<file path="src/rtl/rv32i_cpu_core.sv">
`default_nettype none
// +--------------------------------------------------------------------------+
// | Module      : rv32i_cpu_core                                             |
// | Description : Single-cycle RV32I integer core. One instruction is        |
// |               fetched and fully executed per clock.                      |
// | Ports       : clk, reset            - clock, synchronous active-high rst |
// |               inst_addr / inst_val  - combinational instruction port     |
// |               data_addr / data_rd   - combinational data read port       |
// |               data_wr / data_wr_en  - store data and byte-lane strobes   |
// | Revision    : 1.0 - initial release                                      |
// +--------------------------------------------------------------------------+
module rv32i_cpu_core (
  input  logic        clk,
  input  logic        reset,
  output logic [31:0] inst_addr,
  input  logic [31:0] inst_val,
  output logic [31:0] data_addr,
  input  logic [31:0] data_rd,
  output logic [31:0] data_wr,
  output logic [3:0]  data_wr_en
);

  localparam logic [6:0] C_OPC_LUI    = 7'b0110111;
  localparam logic [6:0] C_OPC_AUIPC  = 7'b0010111;
  localparam logic [6:0] C_OPC_JAL    = 7'b1101111;
  localparam logic [6:0] C_OPC_JALR   = 7'b1100111;
  localparam logic [6:0] C_OPC_BRANCH = 7'b1100011;
  localparam logic [6:0] C_OPC_LOAD   = 7'b0000011;
  localparam logic [6:0] C_OPC_STORE  = 7'b0100011;
  localparam logic [6:0] C_OPC_OPIMM  = 7'b0010011;
  localparam logic [6:0] C_OPC_OP     = 7'b0110011;
  localparam logic [6:0] C_F7_BASE    = 7'b0000000;
  localparam logic [6:0] C_F7_ALT     = 7'b0100000;

  // Architectural state
  logic [31:0] pc_q;
  logic [31:0] pc_d;
  logic [31:0] rf_q [32];

  // Instruction fields
  logic [6:0]  w_opcode;
  logic [4:0]  w_rd;
  logic [2:0]  w_f3;
  logic [4:0]  w_rs1;
  logic [4:0]  w_rs2;
  logic [6:0]  w_f7;
  logic [31:0] w_imm_i;
  logic [31:0] w_imm_s;
  logic [31:0] w_imm_b;
  logic [31:0] w_imm_u;
  logic [31:0] w_imm_j;

  // Decoded instruction classes; anything left unset executes as a NOP
  logic w_is_lui;
  logic w_is_auipc;
  logic w_is_jal;
  logic w_is_jalr;
  logic w_is_branch;
  logic w_is_load;
  logic w_is_store;
  logic w_is_opimm;
  logic w_is_op;

  // Datapath
  logic [31:0] w_rs1_val;
  logic [31:0] w_rs2_val;
  logic [31:0] w_alu_b;
  logic        w_alu_alt;
  logic [4:0]  w_shamt;
  logic [31:0] w_alu_res;
  logic [31:0] w_sum_i;
  logic [31:0] w_agen;
  logic [31:0] w_pc_plus4;
  logic [31:0] w_result;
  logic        w_br_taken;
  logic [1:0]  w_off;
  logic [7:0]  w_ld_byte;
  logic [15:0] w_ld_half;
  logic [31:0] w_ld_val;
  logic        w_rf_we;
  logic [31:0] w_rf_wdata;

  assign w_opcode = inst_val[6:0];
  assign w_rd     = inst_val[11:7];
  assign w_f3     = inst_val[14:12];
  assign w_rs1    = inst_val[19:15];
  assign w_rs2    = inst_val[24:20];
  assign w_f7     = inst_val[31:25];

  assign w_imm_i = {{20{inst_val[31]}}, inst_val[31:20]};
  assign w_imm_s = {{20{inst_val[31]}}, inst_val[31:25], inst_val[11:7]};
  assign w_imm_b = {{19{inst_val[31]}}, inst_val[31], inst_val[7],
                    inst_val[30:25], inst_val[11:8], 1'b0};
  assign w_imm_u = {inst_val[31:12], 12'h000};
  assign w_imm_j = {{11{inst_val[31]}}, inst_val[31], inst_val[19:12],
                    inst_val[20], inst_val[30:21], 1'b0};

  // Decode with funct-field validation so reserved encodings fall to NOP
  always_comb begin
    w_is_lui    = (w_opcode == C_OPC_LUI);
    w_is_auipc  = (w_opcode == C_OPC_AUIPC);
    w_is_jal    = (w_opcode == C_OPC_JAL);
    w_is_jalr   = (w_opcode == C_OPC_JALR) && (w_f3 == 3'b000);
    w_is_branch = (w_opcode == C_OPC_BRANCH) && (w_f3 != 3'b010) && (w_f3 != 3'b011);
    w_is_load   = (w_opcode == C_OPC_LOAD) &&
                  ((w_f3 == 3'b000) || (w_f3 == 3'b001) || (w_f3 == 3'b010) ||
                   (w_f3 == 3'b100) || (w_f3 == 3'b101));
    w_is_store  = (w_opcode == C_OPC_STORE) &&
                  ((w_f3 == 3'b000) || (w_f3 == 3'b001) || (w_f3 == 3'b010));
    w_is_opimm  = 1'b0;
    if (w_opcode == C_OPC_OPIMM) begin
      case (w_f3)
        3'b001:  w_is_opimm = (w_f7 == C_F7_BASE);
        3'b101:  w_is_opimm = (w_f7 == C_F7_BASE) || (w_f7 == C_F7_ALT);
        default: w_is_opimm = 1'b1;
      endcase
    end
    w_is_op = (w_opcode == C_OPC_OP) &&
              ((w_f7 == C_F7_BASE) ||
               ((w_f7 == C_F7_ALT) && ((w_f3 == 3'b000) || (w_f3 == 3'b101))));
  end

  // Register file read; x0 is hard-wired to zero
  assign w_rs1_val = (w_rs1 == 5'd0) ? 32'h0 : rf_q[w_rs1];
  assign w_rs2_val = (w_rs2 == 5'd0) ? 32'h0 : rf_q[w_rs2];

  // ALU: second operand is rs2 for OP, otherwise the I-immediate
  assign w_alu_b   = w_is_op ? w_rs2_val : w_imm_i;
  assign w_shamt   = w_alu_b[4:0];
  // funct7[5] selects SUB only for register ops; for SRAI/SRA it selects arithmetic shift
  assign w_alu_alt = (w_is_op && w_f7[5]) ||
                     (w_is_opimm && (w_f3 == 3'b101) && w_f7[5]);

  always_comb begin
    w_alu_res = 32'h0;
    case (w_f3)
      3'b000:  w_alu_res = (w_is_op && w_alu_alt) ? (w_rs1_val - w_alu_b)
                                                  : (w_rs1_val + w_alu_b);
      3'b001:  w_alu_res = w_rs1_val << w_shamt;
      3'b010:  w_alu_res = {31'h0, ($signed(w_rs1_val) < $signed(w_alu_b))};
      3'b011:  w_alu_res = {31'h0, (w_rs1_val < w_alu_b)};
      3'b100:  w_alu_res = w_rs1_val ^ w_alu_b;
      3'b101:  w_alu_res = w_alu_alt ? ($signed(w_rs1_val) >>> w_shamt)
                                     : (w_rs1_val >> w_shamt);
      3'b110:  w_alu_res = w_rs1_val | w_alu_b;
      default: w_alu_res = w_rs1_val & w_alu_b;
    endcase
  end

  // Address generation shared by loads, stores and the JALR target
  assign w_sum_i    = w_rs1_val + w_imm_i;
  assign w_agen     = w_is_store ? (w_rs1_val + w_imm_s) : w_sum_i;
  assign w_pc_plus4 = pc_q + 32'd4;

  always_comb begin
    w_result = w_alu_res;
    if (w_is_lui)                    w_result = w_imm_u;
    else if (w_is_auipc)             w_result = pc_q + w_imm_u;
    else if (w_is_load || w_is_store) w_result = w_agen;
  end

  assign data_addr = w_result;
  assign w_off     = w_agen[1:0];

  // Branch comparison
  always_comb begin
    case (w_f3)
      3'b000:  w_br_taken = (w_rs1_val == w_rs2_val);
      3'b001:  w_br_taken = (w_rs1_val != w_rs2_val);
      3'b100:  w_br_taken = ($signed(w_rs1_val) < $signed(w_rs2_val));
      3'b101:  w_br_taken = ($signed(w_rs1_val) >= $signed(w_rs2_val));
      3'b110:  w_br_taken = (w_rs1_val < w_rs2_val);
      default: w_br_taken = (w_rs1_val >= w_rs2_val);
    endcase
  end

  // Next PC
  always_comb begin
    pc_d = w_pc_plus4;
    if (w_is_jal)                       pc_d = pc_q + w_imm_j;
    else if (w_is_jalr)                 pc_d = {w_sum_i[31:1], 1'b0};
    else if (w_is_branch && w_br_taken) pc_d = pc_q + w_imm_b;
  end

  // Load lane select; a halfword at offset 3 only has byte 3 available
  always_comb begin
    case (w_off)
      2'd0: begin w_ld_byte = data_rd[7:0];   w_ld_half = data_rd[15:0];           end
      2'd1: begin w_ld_byte = data_rd[15:8];  w_ld_half = data_rd[23:8];           end
      2'd2: begin w_ld_byte = data_rd[23:16]; w_ld_half = data_rd[31:16];          end
      default: begin w_ld_byte = data_rd[31:24]; w_ld_half = {8'h00, data_rd[31:24]}; end
    endcase
  end

  always_comb begin
    case (w_f3)
      3'b000:  w_ld_val = {{24{w_ld_byte[7]}}, w_ld_byte};
      3'b001:  w_ld_val = {{16{w_ld_half[15]}}, w_ld_half};
      3'b100:  w_ld_val = {24'h0, w_ld_byte};
      3'b101:  w_ld_val = {16'h0, w_ld_half};
      default: w_ld_val = data_rd;
    endcase
  end

  // Store lanes; strobes shifted past bit 3 are simply dropped
  always_comb begin
    data_wr    = (w_f3 == 3'b010) ? w_rs2_val : (w_rs2_val << {w_off, 3'b000});
    data_wr_en = 4'b0000;
    if (w_is_store && !reset) begin
      case (w_f3)
        3'b000:  data_wr_en = 4'b0001 << w_off;
        3'b001:  data_wr_en = 4'b0011 << w_off;
        default: data_wr_en = 4'b1111;
      endcase
    end
  end

  // Writeback
  always_comb begin
    w_rf_we = (w_is_lui || w_is_auipc || w_is_jal || w_is_jalr ||
               w_is_load || w_is_opimm || w_is_op) && (w_rd != 5'd0);
    if (w_is_jal || w_is_jalr) w_rf_wdata = w_pc_plus4;
    else if (w_is_load)        w_rf_wdata = w_ld_val;
    else                       w_rf_wdata = w_result;
  end

  always_ff @(posedge clk) begin
    if (reset) begin
      pc_q <= 32'h0;
      for (int i = 0; i < 32; i++) begin
        rf_q[i] <= 32'h0;
      end
    end else begin
      pc_q <= pc_d;
      if (w_rf_we) begin
        rf_q[w_rd] <= w_rf_wdata;
      end
    end
  end

  assign inst_addr = pc_q;

endmodule
`default_nettype wire

</file>
<file path="config.mk">
export PLATFORM = sky130hd
export DESIGN_NAME = rv32i_cpu_core
export DESIGN_NICKNAME = d
export VERILOG_FILES = /design/src/rtl/rv32i_cpu_core.sv
export SDC_FILE = /design/constraint.sdc
export NUM_CORES = 2
export LEC_CHECK = 0
export CAP_MARGIN = 20
export CORE_ASPECT_RATIO = 0.75
export CORE_MARGIN = 5
export CORE_UTILIZATION = 58
export DETAILED_ROUTE_END_ITERATION = 6
export PLACE_DENSITY = 0.75
export SLEW_MARGIN = 20
export SYNTH_ARGS = -nofsm -noshare
export SYNTH_HDL_FRONTEND = slang
export SYNTH_SLANG_ARGS = --single-unit
export TNS_END_PERCENT = 10
</file>
<file path="constraint.sdc">
create_clock -name clk -period 22 [get_ports clk]
set_input_delay 4.4 -clock clk [delete_from_list [all_inputs] [get_ports clk]]
set_output_delay 4.4 -clock clk [all_outputs]
set_load 0.05 [all_outputs]
</file>
# Word level (Yosys, flattened, before mapping)
# Memories as Yosys holds them, arrays and structs flattened.
# Cells that the tools add are included.
# word_totals
wordCells	117
romBits	0
latch_bits	0
inputBits	66
ram_bits	1024
reg_bits	32
output_inout_bits	100
memories	1
# classes
addsub	8
mux	32
n_shift	6
bitwise	3
reduce_logical	38
n_div	0
magnitude_cmp	6
eq_ne	22
mul	0
# memory_table
name	words	width	rd	rd_clocked_by_memory_dff	wr	line	source
rf_q	32	32	2	0	32	38	logic [31:0] rf_q [32];
# op_table
cell	n
$mux W32	16
$pmux W32 S7	1
$add A32 B32 Y32	6
$lt A32 B32 Y1	4
$pmux W32 S4	1
$ge A32 B32 Y1	2
$shl A32 B5 Y32	2
$pmux W16 S3	1
$add A32 B3 Y32 const B	1
$and A32 B32 Y32	1
$eq A32 B32 Y1	1
$ne A32 B32 Y1	1
$or A32 B32 Y32	1
$reduce_or A32 Y1	1
$shr A32 B5 Y32	1
$sshr A32 B5 Y32	1
$sub A32 B32 Y32	1
$xor A32 B32 Y32	1
$eq A7 B6 Y1 const B	4
$pmux W8 S3	1
$eq A7 B7 Y1 const B	3
$logic_or A1 B1 Y1	16
$eq A7 B5 Y1 const B	2
$logic_and A1 B1 Y1	14
21 further kinds	32

# Longest topological paths before layout
# logic_depth
ltp_word	16
mapped_depth	31

# Least setup slack after synthesis
# No wires, ideal clock.
# synth_path
path_type	input-to-output
from	input port inst_val[20]
to	output port data_addr[29]
path_stages	25
path_slack_ns	6.600
required_ns	17.600
path_buffers	9
arrival_time_ns	11.000
path_cell_list	buf_6 buf_12 buf_12 buf_12 buf_6 clkbuf_1 buf_1 buf_1 mux4_2 mux4_2 nand2_1 a21oi_1 a21o_1 ha_1 clkbuf_1 nand4_1 nor4_1 nand2_1 o21ai_0 a31oi_1 o21a_1 a211oi_1 xnor2_1 o211a_1 o21ai_0
# synth_via
elab_chain_len	9
word_cells_on_any_way	21
# synth_rtl
item	line	source
from (decl)	16	input logic [31:0] inst_val,
$mem_v2 Z32 W32 / $logic_not A5 Y1 (equally long branches)	n/a	
$mux W32	125	assign w_rs2_val = (w_rs2 == 5'd0) ? 32'h0 : rf_q[w_rs2];
$mux W32	128	assign w_alu_b = w_is_op ? w_rs2_val : w_imm_i;
$add A32 B32 Y32 (tied with other cells)	138	: (w_rs1_val + w_alu_b);
$mux W32, on equally long branches	137, 143	
$pmux W32 S7	136	case (w_f3)
$mux W32	159	else if (w_is_load || w_is_store) w_result = w_agen;
$mux W32 (*)	158	else if (w_is_auipc) w_result = pc_q + w_imm_u;
$mux W32 (*)	157	if (w_is_lui) w_result = w_imm_u;
to (decl)	17	output logic [31:0] data_addr,
# Mark *: on every way between the ends. The rest lies on a longest branch, timed or not.

# Worst setup path after layout
# layout_path
from	input port inst_val[16]
to	output port data_addr[31]
# layout_via
elab_chain_len	8
word_cells_on_any_way	21
# layout_rtl
item	line	source
$mem_v2 Z32 W32 / $logic_not A5 Y1 (equally long branches)	n/a	
$mux W32	124	assign w_rs1_val = (w_rs1 == 5'd0) ? 32'h0 : rf_q[w_rs1];
$add A32 B32 Y32 (tied with other cells)	138	
$mux W32, on equally long branches	137, 143	
$pmux W32 S7	136	
$mux W32	159	
$mux W32 (*)	158	
$mux W32 (*)	157	
# Marks and branches as above.

==> flow_metrics.tcl <==
set metrics [dict create \
    status "finished with violations" \
    violations "design-rule violations" \
    routed_wirelength_mm 371 \
    die_w_um 425 \
    hold_end "inst_addr[1]" \
    cp-start-kind "input port" \
    finalCriticalPeriod_ns 18.11 \
    area_growth_pct 8.83 \
    reg2reg_depth 20 \
    power.density_nw_per_um2 73.5 \
    critPathTopFamily "buffers and inverters" \
    place_hpwl_mm 249 \
    ctsResizeCount 0 \
    synth_seq_area_share_pct 41.9 \
    ys.flop_type "edfxtp_1" \
    fin_util_pct 63.4 \
    irDropWorstVdd_mv 0.0850 \
    synth-edff-count 1024 \
    fp.dieH_um 321 \
    numCtsBuffers 101 \
    end_kind "primary output" \
    yosysTopAreaCellShare_pct 41.1 \
    dieArea_um2 136000 \
    place_congestion 1.17 \
    drive_gt1_share_pct 17.9 \
    crit_type "input port to primary output" \
    antenna_found_initial 29 \
    synth-async-reset-ratio_pct 0 \
    grt_max_degree 119 \
    synth.avg_cell_area_um2 10.7 \
    fin_skew_ns 0.0551 \
    vias 70339 \
    netlist_instances 7014 \
    hold_buffers 0 \
    leakagePower_nw 29.6 \
    rsz0062_at_grt "no" \
    multi_input_area_um2 40400 \
    yosysMostFrequentCell "edfxtp_1" \
    power_mw 5.99 \
    grt_pass1_wl_mm 504 \
    yosys_warnings 0 \
    synth_commonest_cells "edfxtp_1 (1,024), nor2_1 (1,019), nand2_1 (486)" \
    crit_buf_inv 6 \
    overflow 0 \
    whs_path_depth 2 \
    required_ns 17.60 \
    seqCellArea_um2 31400 \
    fmax_mhz 55.2 \
    post_drt_wl_per_cell_um 42.2 \
    nets 7214 \
    dp.cells 8552 \
    fin_area_um2 81500 \
    cts-root-buf "clkbuf_16" \
    io_buffers 164 \
    insertion_delay_ns 0.79 \
    placedInstanceArea_um2 78000 \
    reg2reg_to "inst_addr[3]" \
    yosysTopAreaCell "edfxtp_1" \
    finalHoldViolCount 0 \
    r2r_start "rf_q[22][24]" \
    cts_tree "done" \
    clk_pin_slew_ns 0.07 \
    synth_area_leaders "edfxtp_1 (41%), mux4_2 (14%), nor2_1 (5.1%)" \
    fin_cells 8778 \
    r2r_setup_slack_ns 12.91 \
    clk_path_buf_depth 3 \
    crit_arrival_ns 13.71 \
    grt_pass1_vias 64648 \
    first_pass_iters 7 \
    fp.coreArea_um2 129000 \
    cp_max_fo 86 \
    setup_viol 0 \
    vias_per_cell 8.01 \
    row_count 114 \
    timing.setup.tns_ns 0 \
    io_pins 166 \
    ys_types 128 \
    synth-seq-cells 1055 \
    maxSlewViolCount 0 \
    h-tree-depth 3 \
    syn-cell-area_um2 74900 \
    worst_pin_slew_ns 1.34 \
    drtIter0Drc 15363 \
    initial_core_util_pct 58.2 \
    crit_path_max_incr_delay_ns 0.92 \
    relSlewSlack_pct 10.5 \
    drc_errors 28 \
    num-fill-cells 9917 \
    maxCapViolations 0 \
    worstPathCellList "buf_8, buf_12, buf_4, mux2i_1, o22ai_1, nor3_1, a31oi_1, o211ai_2, buf_4, inv_1, ha_1, nand2_1, nor2_1, nand2_1, nor3_1, nand2b_1, o21ai_0, a21oi_1, o21ai_1, a311oi_1, a21oi_1, clkdlybuf4s50_1" \
    hp-start "inst_addr[1]" \
    post-route-period-util_pct 82.3 \
    post_cts_buffers 0 \
    cts_sinks 1055 \
    ant_nets 0 \
    hold_path.class "flop to flop" \
    critPathSlowestCell "clkdlybuf4s50_1" \
    grt_use_total_pct 52.8 \
]
## placed cells by master, fill, tap and decap left out, types with 76 or more instances in the layout
cell             instances
nand3_1                 86
o22ai_1                112
a21o_1                  97
nand4_1                 76
inv_1                  170
clkbuf_16              101
o21ai_0                270
mux2i_1                267
nand2_1                463
xnor2_1                 99
ha_1                   221
edfxtp_1              1024
nor2_1                1008
mux4_2                 466
buf_4                  233
clkdlybuf4s50_1        150
nor2_2                 102
nor3_1                 269
a21oi_1                386
## state kept, by name (all words and copies together) (netlist names)
signal     cells
rf_q        1024
inst_addr     31
## worst max-delay path by stage
stage | slack [ns] | startpoint | endpoint | depth (start not counted)
after floorplan | 6.60 | inst_val[20] | data_addr[29] | 25
after global placement | 4.68 | inst_val[16] | data_addr[31] | 21
after detailed placement | 4.64 | inst_val[20] | data_addr[28] | 23
after CTS | 4.63 | inst_val[20] | data_addr[28] | 23
after global routing | 4.12 | inst_val[20] | data_addr[28] | 23
final | 3.89 | inst_val[16] | data_addr[31] | 22
## metal layers
| metal | GRT usage (%) | routed length, um | vias to the layer above |
|---|---|---|---|
| met4 | 30.8 | 29200 | 18 |
| met5 | 0.799 | 326 | - |
| met1 | 69.3 | 126000 | 33542 |
| met3 | 32.0 | 78500 | 1972 |
| met2 | 65.9 | 137000 | 8385 |
| li1 | - | - | 26422 |
## cell families (layout without fill, tap and decap cells)
kind of cell / count (synthesis) / after routing / share of synthesized area, %
buffers and inverters: 817 / 778 / 5.17
other: 1 / 64 / 0.00501
multiplexers: 800 / 800 / 18.6
XOR/XNOR: 154 / 154 / 1.80
AND/OR/NAND/NOR: 2392 / 2392 / 14.7
flip-flops: 1055 / 1055 / 41.9
adder cells (fa/ha/maj): 228 / 228 / 3.88
AO/OA/AOI/OAI: 1567 / 1567 / 13.9
## cell type report
class                   count  area share [%]
multi-input cells        5174            49.5
diodes                     31          0.0952
clock buffers             129            3.23
clock inverters            61           0.737
inverters                 183           0.848
well taps                1740            2.67
flip-flops and latches   1055            38.5
repair buffers            405            4.38
## per-stage QoR
stage               setup WS, ns  hold slack (ns)
floorplan                   6.60            0.819
global placement            4.68            0.740
detailed placement          4.64            0.725
CTS                         4.63            0.734
global route                4.12            0.804
finish                      3.89            0.755
## report_power, final
part	leakage [nW]	internal (mW)	total, mW	switching (mW)
logic	17.3	0.546	1.89	1.34
registers	10.8	2.27	2.32	0.0483
clock network	1.57	0.930	1.78	0.850
## tightest hold or removal path: stages, from the launching register on
cell and delay (ns):
dfxtp_1 0.43, mux2i_1 0.19, o21ai_0 0.08
(Power assumes the default switching activity.)
